### src/rtl/multicycle_control.sv
// multicycle_control: RV32I multi-cycle main control FSM (fetch/decode/execute/memory/writeback)
//   clk, rst_n (async, active-low)
//   opcode, zero, mem_ready           -> IR opcode field, ALU zero flag, memory done
//   mem_req, mem_we, adr_src          -> unified memory request, write strobe, address select
//   ir_write, pc_write, reg_write     -> IR/OldPC load, PC load, regfile write
//   alu_src_a, alu_src_b, alu_op      -> ALU operand selects and operation class
//   result_src                        -> result bus select
//   illegal                           -> pulse in DECODE on an unsupported opcode
//   state_o                           -> current state, zero-extended to STATE_W
module multicycle_control #(
  parameter int SUPPORT_JAL = 1,
  parameter int SUPPORT_LUI = 1,
  parameter int STATE_W     = 4
) (
  input  logic               clk,
  input  logic               rst_n,
  input  logic [6:0]         opcode,
  input  logic               zero,
  input  logic               mem_ready,
  output logic               mem_req,
  output logic               mem_we,
  output logic               adr_src,
  output logic               ir_write,
  output logic               pc_write,
  output logic               reg_write,
  output logic [1:0]         alu_src_a,
  output logic [1:0]         alu_src_b,
  output logic [1:0]         alu_op,
  output logic [1:0]         result_src,
  output logic               illegal,
  output logic [STATE_W-1:0] state_o
);
  localparam logic [3:0] S_FETCH  = 4'd0;
  localparam logic [3:0] S_DECODE = 4'd1;
  localparam logic [3:0] S_MEMADR = 4'd2;
  localparam logic [3:0] S_MEMRD  = 4'd3;
  localparam logic [3:0] S_MEMWB  = 4'd4;
  localparam logic [3:0] S_MEMWR  = 4'd5;
  localparam logic [3:0] S_EXECR  = 4'd6;
  localparam logic [3:0] S_EXECI  = 4'd7;
  localparam logic [3:0] S_ALUWB  = 4'd8;
  localparam logic [3:0] S_BEQ    = 4'd9;
  localparam logic [3:0] S_JAL    = 4'd10;
  localparam logic [3:0] S_LUI    = 4'd11;
  localparam logic JAL_EN = SUPPORT_JAL != 0;
  localparam logic LUI_EN = SUPPORT_LUI != 0;
  logic [3:0] state, state_n, dec_n;
  logic       legal;
  always_comb begin
    dec_n = S_FETCH;
    legal = 1'b1;
    case (opcode)
      7'b0000011, 7'b0100011: dec_n = S_MEMADR;
      7'b0110011: dec_n = S_EXECR;
      7'b0010011: dec_n = S_EXECI;
      7'b1100011: dec_n = S_BEQ;
      7'b1101111: begin
        dec_n = JAL_EN ? S_JAL : S_FETCH;
        legal = JAL_EN;
      end
      7'b0110111: begin
        dec_n = LUI_EN ? S_LUI : S_FETCH;
        legal = LUI_EN;
      end
      default: legal = 1'b0;
    endcase
  end
  always_comb begin
    state_n    = S_FETCH;
    mem_req    = 1'b0;
    mem_we     = 1'b0;
    adr_src    = 1'b0;
    ir_write   = 1'b0;
    pc_write   = 1'b0;
    reg_write  = 1'b0;
    alu_src_a  = 2'b00;
    alu_src_b  = 2'b00;
    alu_op     = 2'b00;
    result_src = 2'b00;
    illegal    = 1'b0;
    case (state)
      S_FETCH: begin
        mem_req    = 1'b1;
        alu_src_b  = 2'b10;
        result_src = 2'b10;
        ir_write   = mem_ready;
        pc_write   = mem_ready;
        state_n    = mem_ready ? S_DECODE : S_FETCH;
      end
      S_DECODE: begin
        alu_src_a = 2'b01;
        alu_src_b = 2'b01;
        illegal   = ~legal;
        state_n   = dec_n;
      end
      S_MEMADR: begin
        alu_src_a = 2'b10;
        alu_src_b = 2'b01;
        state_n   = opcode[5] ? S_MEMWR : S_MEMRD;
      end
      S_MEMRD: begin
        mem_req = 1'b1;
        adr_src = 1'b1;
        state_n = mem_ready ? S_MEMWB : S_MEMRD;
      end
      S_MEMWB: begin
        result_src = 2'b01;
        reg_write  = 1'b1;
      end
      S_MEMWR: begin
        mem_req = 1'b1;
        mem_we  = 1'b1;
        adr_src = 1'b1;
        state_n = mem_ready ? S_FETCH : S_MEMWR;
      end
      S_EXECR: begin
        alu_src_a = 2'b10;
        alu_op    = 2'b10;
        state_n   = S_ALUWB;
      end
      S_EXECI: begin
        alu_src_a = 2'b10;
        alu_src_b = 2'b01;
        alu_op    = 2'b10;
        state_n   = S_ALUWB;
      end
      S_ALUWB: reg_write = 1'b1;
      S_BEQ: begin
        alu_src_a = 2'b10;
        alu_op    = 2'b01;
        pc_write  = zero;
      end
      S_JAL: begin
        alu_src_a = 2'b01;
        alu_src_b = 2'b10;
        pc_write  = 1'b1;
        state_n   = S_ALUWB;
      end
      S_LUI: begin
        result_src = 2'b11;
        reg_write  = 1'b1;
      end
      default: state_n = S_FETCH;
    endcase
    // Hold everything quiet while reset is low so no enable leaks out mid-instruction.
    if (!rst_n) begin
      mem_req    = 1'b0;
      mem_we     = 1'b0;
      adr_src    = 1'b0;
      ir_write   = 1'b0;
      pc_write   = 1'b0;
      reg_write  = 1'b0;
      alu_src_a  = 2'b00;
      alu_src_b  = 2'b00;
      alu_op     = 2'b00;
      result_src = 2'b00;
      illegal    = 1'b0;
    end
  end
  always_ff @(posedge clk or negedge rst_n)
    if (!rst_n) state <= S_FETCH;
    else state <= state_n;
  assign state_o = STATE_W'(state);
endmodule

### config.mk
export PLATFORM = sky130hd
export DESIGN_NAME = multicycle_control
export DESIGN_NICKNAME = d
export VERILOG_FILES = /design/src/rtl/multicycle_control.sv
export SDC_FILE = /design/constraint.sdc
export NUM_CORES = 1
export LEC_CHECK = 0
export CORE_MARGIN = 1.5
export CORE_UTILIZATION = 30
export CTS_CLUSTER_DIAMETER = 40
export DETAILED_ROUTE_END_ITERATION = 16
export SLEW_MARGIN = 20
export SYNTH_ARGS = -nofsm -noshare
export SYNTH_HDL_FRONTEND = slang
export SYNTH_SLANG_ARGS = --single-unit
### constraint.sdc
create_clock -name clk -period 1.32 [get_ports clk]
set_input_delay 0.264 -clock clk [delete_from_list [all_inputs] [get_ports clk]]
set_output_delay 0.264 -clock clk [all_outputs]
set_load 0.05 [all_outputs]
# After elaboration in Yosys (flattened, before gate mapping)
# Cells that the tools add are included.
word_totals:
  regBits: 4
  inputBits: 11
  output_inout_bits: 19
op_classes:
  n_eq_ne: 18
  muxes: 29
  bitwise_logic: 1
  reduce_logical: 12
op_table:
  columns: ["operator", "count"]
  rows:
  - ["4-bit one-hot mux with 6 select lines", 2]
  - ["7-bit by 6-bit equality test with 1-bit output (second input constant)", 3]
  - ["4-bit by 3-bit equality test with 1-bit output (second input constant)", 4]
  - ["4-bit equality test (second input constant)", 4]
  - ["1-bit two-way mux", 15]
  - ["7-bit equality test (second input constant)", 2]
  - ["2-bit one-hot mux with 2 select lines", 3]
  - ["3-bit OR reduction", 4]
  - ["2-bit OR reduction", 5]
  - ["3-bit two-way mux", 3]
  - ["4-bit by 2-bit equality test with 1-bit output (second input constant)", 2]
  - ["2-bit two-way mux", 4]
  - ["7-bit by 2-bit equality test with 1-bit output (second input constant)", 1]
  - ["7-bit by 5-bit equality test with 1-bit output (second input constant)", 1]
  - ["7-bit OR reduction", 1]
  - ["2-bit one-hot mux with 3 select lines", 1]
  - ["4-bit by 1-bit equality test with 1-bit output (second input constant)", 1]
  - ["4-bit zero test", 1]
  - ["4-bit OR reduction", 1]
  - ["1-bit one-hot mux with 3 select lines", 1]
  - ["1-bit NOT", 1]

# Longest topological paths before layout
# Gate-level depths: netlist of run 1.
logic_depth:
  word_depth: 6
  depth_mapped: 4

# Worst setup path before layout of run 1
# Ideal clock, no wire load.
synth_timing:
  path_kind: "reg2out"
  start: "register state[0] (netlist: state_o[0])"
  end: "output port pc_write"
  arrival_ns: 2.420
  required_ns: 1.056
  slack_ns: -1.364
  stages_incl_launch_ff: 4
  path_buffers: 0
  cell_sequence: "dfrtp_1 nor2b_2 and3_1 a2bb2oi_1"
synth_via:
  elab_chain_len: 3
  elab_cells_between_ends: 5
  classes_between: "2 x eq/ne; 2 x mux; 1 x reduce/logical"
synth_lines:
  columns: ["element", "line", "rtl"]
  rows:
  - ["start, declared", "47", "logic [3:0] state, state_n, dec_n;"]
  - ["start signal, assigned", "162", "else state <= state_n;"]
  - ["4-bit equality test or 4-bit zero test (tied branches)", "81", "case (state)"]
  - ["1-bit one-hot mux with 3 select lines (*)", "81", null]
  - ["1-bit two-way mux (*)", "146", "if (!rst_n) begin"]
  - ["end, declared", "24", "output logic pc_write,"]
# Mark *: on every way between the ends. The rest lies on a longest branch, timed or not.

# Worst setup path in the final report of run 1
layout_timing:
  start: "register state[2] (netlist: state_o[2])"
  end: "output port reg_write"
layout_via:
  elab_chain_len: 4
  elab_cells_between_ends: 6
  classes_between: "3 x eq/ne; 2 x mux; 1 x reduce/logical"
layout_lines:
  columns: ["element", "line", "rtl"]
  rows:
  - ["4-bit equality test or 4-bit by 3-bit equality test with 1-bit output (tied branches)", "81", null]
  - ["3-bit OR reduction (no source line) (*)", null, null]
  - ["1-bit two-way mux (*)", "81", null]
  - ["1-bit two-way mux (*)", "146", null]
  - ["end, declared", "25", "output logic reg_write,"]
# Marked as above.

==> results of run 1 <==
kinds of logic (layout without fill, tap and decap cells):
| family | after synthesis | in the layout | share of synthesized area |
|---|---|---|---|
| compound gates | 20 | 20 | 0.206 |
| xor+xnor | 3 | 3 | 0.0386 |
| buf+inv | 11 | 82 | 0.0809 |
| flops | 4 | 4 | 0.147 |
| mux | 3 | 3 | 0.0460 |
| simple gates | 48 | 48 | 0.482 |
power by group through the flow:
stage                     logic (mW)  registers [mW]  clock network, mW
after CTS                      0.739           0.143              0.174
final                          0.799           0.146              0.173
after global routing           0.832           0.147              0.184
after floorplan                0.309           0.167                  0
after global placement         0.662           0.143                  0
after detailed placement       0.677           0.143                  0
cell usage after synthesis, types with 2 or more instances:
| cell | count |
|---|---|
| dfrtp_1 | 4 |
| nand2_1 | 4 |
| a21boi_1 | 2 |
| xnor2_1 | 3 |
| nand3b_1 | 3 |
| a21oi_1 | 5 |
| inv_1 | 2 |
| nand2b_1 | 3 |
| o32ai_1 | 2 |
| mux2i_1 | 2 |
| and4b_1 | 2 |
| nor4bb_1 | 3 |
| buf_4 | 2 |
| o22ai_1 | 2 |
| nand3_1 | 4 |
| nor2_1 | 5 |
| and3_1 | 4 |
| nor4b_1 | 2 |
| nor3_1 | 3 |
| nor2b_1 | 2 |
| buf_2 | 5 |
repair_timing:
item,CTS,global route
hold endpoints to repair,0,0
resized for setup,26,13
pin swaps,12,7
setup endpoints to repair,22,23
buffers inserted,2,4
area by class of cell:
type / count / area (um2) / area share
Timing Repair Buffer: 76 / 932 / 0.482
Tap cell: 28 / 35.0 / 0.0181
Sequential cell: 4 / 108 / 0.0557
Inverter: 3 / 11.3 / 0.00583
Multi-Input combinational cell: 74 / 825 / 0.427
Clock buffer: 3 / 22.5 / 0.0117
critical path, cell delays in order, from the launching register on:
cell and delay [ns]:
dfrtp_2 0.42, and2b_1 0.24, or3b_4 0.40, a21boi_4 0.19
buf_12 0.16
metrics by stage:
stage	power [mW]	util	worst slack (ns)	area, um2	setup TNS (ns)
after floorplan	0.475	-	-0.437	856	-4.39
after global placement	0.805	0.771	-0.475	1670	-5.74
after detailed placement	0.820	0.771	-0.521	1670	-6.03
after CTS	1.06	0.852	-0.567	1850	-8.10
after global routing	1.16	0.891	-0.650	1930	-9.49
final	1.12	0.891	-0.615	1930	-8.70
final timing paths:
path	end	slack, ns	depth (start not counted)
min reg2reg	state_o[2]	0.79	3
max in group asynchronous	state_o[1]	0.73	3
min in group clk	state_o[0]	0.75	3
max reg2reg	state_o[3]	-0.26	6
max	reg_write	-0.62	4
min	state_o[0]	0.46	3
layer usage:
layer	vias up	global-route usage
li1	483	-
met3	9	0.0357
met5	-	0
met2	42	0.542
met4	0	0.126
met1	504	0.284
==> impl_metrics.ini, run 1 <==
[sta]
fin_skew_ns = 0.0104
setup_viol = 22
fin_crit_sh = 1.47
slew_headroom = 0.811
drv_slew = 0
post-route-min-period_ns = 1.94
rsz0062_at_grt = yes
worst_slack_ns = -0.615
hold_violations = 0
max_freq_mhz = 517
tightestPinTransition_ns = 0.280
holdWs_ns = 0.462

[placed_design]
globalplace.congestion = 0.811
place_inst = 179
dp_hpwl_mm = 2.12
numPortBuffers = 29

[yosys]
yosysWarnings = 0
synthFlopType = dfrtp_1
synth_area_leaders = dfrtp_1 (15%), nor4bb_1 (4.4%), xnor2_1 (3.9%)
synth_edf_count = 0
syn_nets = 100
synth_seq_cells = 4
synth_cells = 89
yosysSeqAreaShare = 0.147
synth_top_cell_by_area = dfrtp_1
avgSynthCellArea_um2 = 7.65
synth_area_um2 = 681
synth_top_area_frac = 0.147
ys_async_sr_fraction = 1.00
ys_types = 46

[routing]
routed.top_layer = met4
wl_met1_mm = 1.27
wl_met2_mm = 2.07
vias = 1038
drtPass1Iterations = 4
dr_wl_met3_um = 126
drtIter0Drc = 30
drc = 0
antenna_left = 0
drt-total-wl_mm = 3.55
viasPerCell = 5.52
wire_per_inst_um = 18.9

[setup_path]
critical_path_arrival_ns = 1.67
critPathCaptureType = primary output
worstPathRequired_ns = 1.06
cp_max_fo = 3
startpoint_type = register
timing.critical_path.from = state_o[2]
reg2reg_from = state_o[1]
worstSetupPathType = register to primary output

[floorplanning]
die_height_um = 50.6
die_w_um = 50.6
num_io_pins = 30
dieArea_mm2 = 0.00256
floorplan.initialDensity = 0.314
core_area_mm2 = 0.00217
rows = 17

[clock_network]
cts.sinks = 4
clock_latency_ns = 0.26
cts_buffer_depth = 2
clk_pin_slew_ns = 0.05
numCtsBuffers = 3
cts_tree = done
clock-root-buffer = clkbuf_4
cts_hold_buf = 0
htreeDepth = 1

[power]
switching_share = 0.413
pwr-share-comb = 0.715
clkPwrFrac = 0.155
power_density_mw_per_mm2 = 578
p_leak_nw = 0.778
power_frac_seq = 0.130
power.switching_mw = 0.461
p_int_mw = 0.657
ir_drop_mv = 0.575

[cells_and_area]
layout_common_cells = buf_4 (30), buf_12 (23), buf_6 (13)
largest_reg_flops = 4
mostFrequentLayoutCell = buf_4
antennaDiodeCount = 0
nets = 173
layout-drive-gt1-share = 0.719
syn_to_final_growth_pct = 184
finalNonFillerCells = 188
fill_cells = 101

[worst_hold_path]
hp-class = primary input to async pin

[global_routing]
grt_max_degree = 11
antenna_found_initial = 0
grt_pass1_wl_mm = 5.25
grt_pass1_vias = 1084
grt_overflow = 0
grtUsageTotal = 0.276

[run_status]
status = finished, violations left
violations = negative setup slack

[flow_run]
drv_cap = 0
Power figures use the tool's default switching activity.
==> run 2: changes to the inputs <==
TNS_END_PERCENT = 10   (was default)
==> run 2 against run 1 <==
The run still ends with negative setup slack left. Clock-buffer cell count stayed put. Non-clock buffer count shrank 12. Combinational power shrank 19%. Core utilization down 12 points. Critical endpoint unchanged.
==> impl_metrics.ini, run 2 (synthesis gave the netlist of run 1 again) <==
[run_status]
status = finished, violations left
violations = negative setup slack

[floorplanning]
core_area_mm2 = 0.00217
die_w_um = 50.6
floorplan.initialDensity = 0.314
dieArea_mm2 = 0.00256
num_io_pins = 30
rows = 17
die_height_um = 50.6

[global_routing]
grt_pass1_wl_mm = 3.87
grtUsageTotal = 0.195
grt_pass1_vias = 906
grt_overflow = 0
antenna_found_initial = 0
grt_max_degree = 9

[routing]
routed.top_layer = met4
vias = 923
drtPass1Iterations = 4
antenna_left = 0
drc = 0
drt-total-wl_mm = 2.49
drtIter0Drc = 7
wire_per_inst_um = 14.1
wl_met1_mm = 1.04
wl_met2_mm = 1.39
viasPerCell = 5.24
dr_wl_met3_um = 54

[sta]
max_freq_mhz = 547
drv_slew = 0
tightestPinTransition_ns = 0.334
setup_viol = 19
worst_slack_ns = -0.510
post-route-min-period_ns = 1.83
hold_violations = 0
fin_skew_ns = 0.000918
fin_crit_sh = 1.39
rsz0062_at_grt = yes
holdWs_ns = 0.545
final.setup.tns_ns = -6.05
slew_headroom = 0.774

[placed_design]
numPortBuffers = 29
dp_hpwl_mm = 1.89
dp_slack_ns = -0.465
place_inst = 172
globalplace.congestion = 0.841

[clock_network]
cts_tree = done
numCtsBuffers = 3
clk_pin_slew_ns = 0.04
htreeDepth = 1
clock-root-buffer = clkbuf_4
cts.sinks = 4
clock_latency_ns = 0.24
cts_buffer_depth = 2

[cells_and_area]
fill_cells = 149
antennaDiodeCount = 0
layout-drive-gt1-share = 0.635
finalNonFillerCells = 176
syn_to_final_growth_pct = 145
nets = 161
largest_reg_flops = 4
mostFrequentLayoutCell = buf_4
layout_common_cells = buf_4 (29), buf_12 (20), clkdlybuf4s50_1 (5), buf_6 (5)

[setup_path]
max_stage_delay_ns = 0.41
critPathCaptureType = primary output
worstPathCellList = and2b_1 -> or3b_4 -> a21boi_4 -> buf_12
worstPathRequired_ns = 1.06
cp_max_fo = 4
slowest_stage = dfrtp_2
worstSetupPathType = register to primary output
reg2reg_depth = 5
critical_path_arrival_ns = 1.57
startpoint_type = register

[power]
power_density_mw_per_mm2 = 563
p_leak_nw = 0.692
power.total_mw = 0.940
ir_drop_mv = 0.453

[flow_run]
drv_cap = 0

[worst_hold_path]
hp-class = primary input to async pin
run 2: cell types whose count changed in the layout (fill, tap and decap cells not counted), moves of 3 or more:
cell | previous run | this run
clkdlybuf4s50_1 | 10 | 5
buf_12 | 23 | 20
buf_6 | 13 | 5
dlygate4sd2_1 | 0 | 3
run 2: worst paths after layout:
path                       startpoint  slack (ns)    endpoint
max                        state_o[2]       -0.51   reg_write
min reg2reg                state_o[3]        0.69  state_o[2]
min                             rst_n        0.54  state_o[0]
max reg2reg                state_o[3]       -0.06  state_o[0]
max in group asynchronous       rst_n        0.66  state_o[3]
min in group clk            opcode[5]        0.56  state_o[1]
run 2: repair_timing:
action | CTS | global route
hold buffers | 0 | 0
pin swaps | 3 | 2
gates resized for setup | 13 | 14
endpoints found under the setup margin | 20 | 20
buffers inserted | 1 | 0
run 2: critical path, delay by kind of cell (launching register included):
| kind | cells | cell delay [ns] |
|---|---|---|
| and+or+nand+nor | 2 | 0.61 |
| buffers and inverters | 1 | 0.15 |
| AOI/OAI and AO/OA | 1 | 0.16 |
| DFF | 1 | 0.41 |
run 2: stage by stage:
stage | util | cell area [um2]
floorplan | - | 801
global placement | 0.706 | 1530
detailed placement | 0.706 | 1530
CTS | 0.739 | 1600
finish | 0.770 | 1670
global route | 0.770 | 1670
run 2: layout make-up:
class,instances,area [um2],area share
Clock buffer,3,22.5,0.0135
Timing Repair Buffer,64,776,0.464
Multi-Input combinational cell,74,721,0.431
Inverter,3,11.3,0.00674
Sequential cell,4,105,0.0629
Tap cell,28,35.0,0.0210
run 2: per-layer routing:
metal,global-route usage,up-vias
li1,-,456
met1,0.213,447
met2,0.384,18
met3,0.0208,2
met4,0.0631,0
met5,0,-
run 2: where the power goes:
part	switching, mW	internal (mW)	total (mW)
sequential	0.00977	0.131	0.141
clock	0.0518	0.102	0.154
combinational	0.315	0.331	0.646
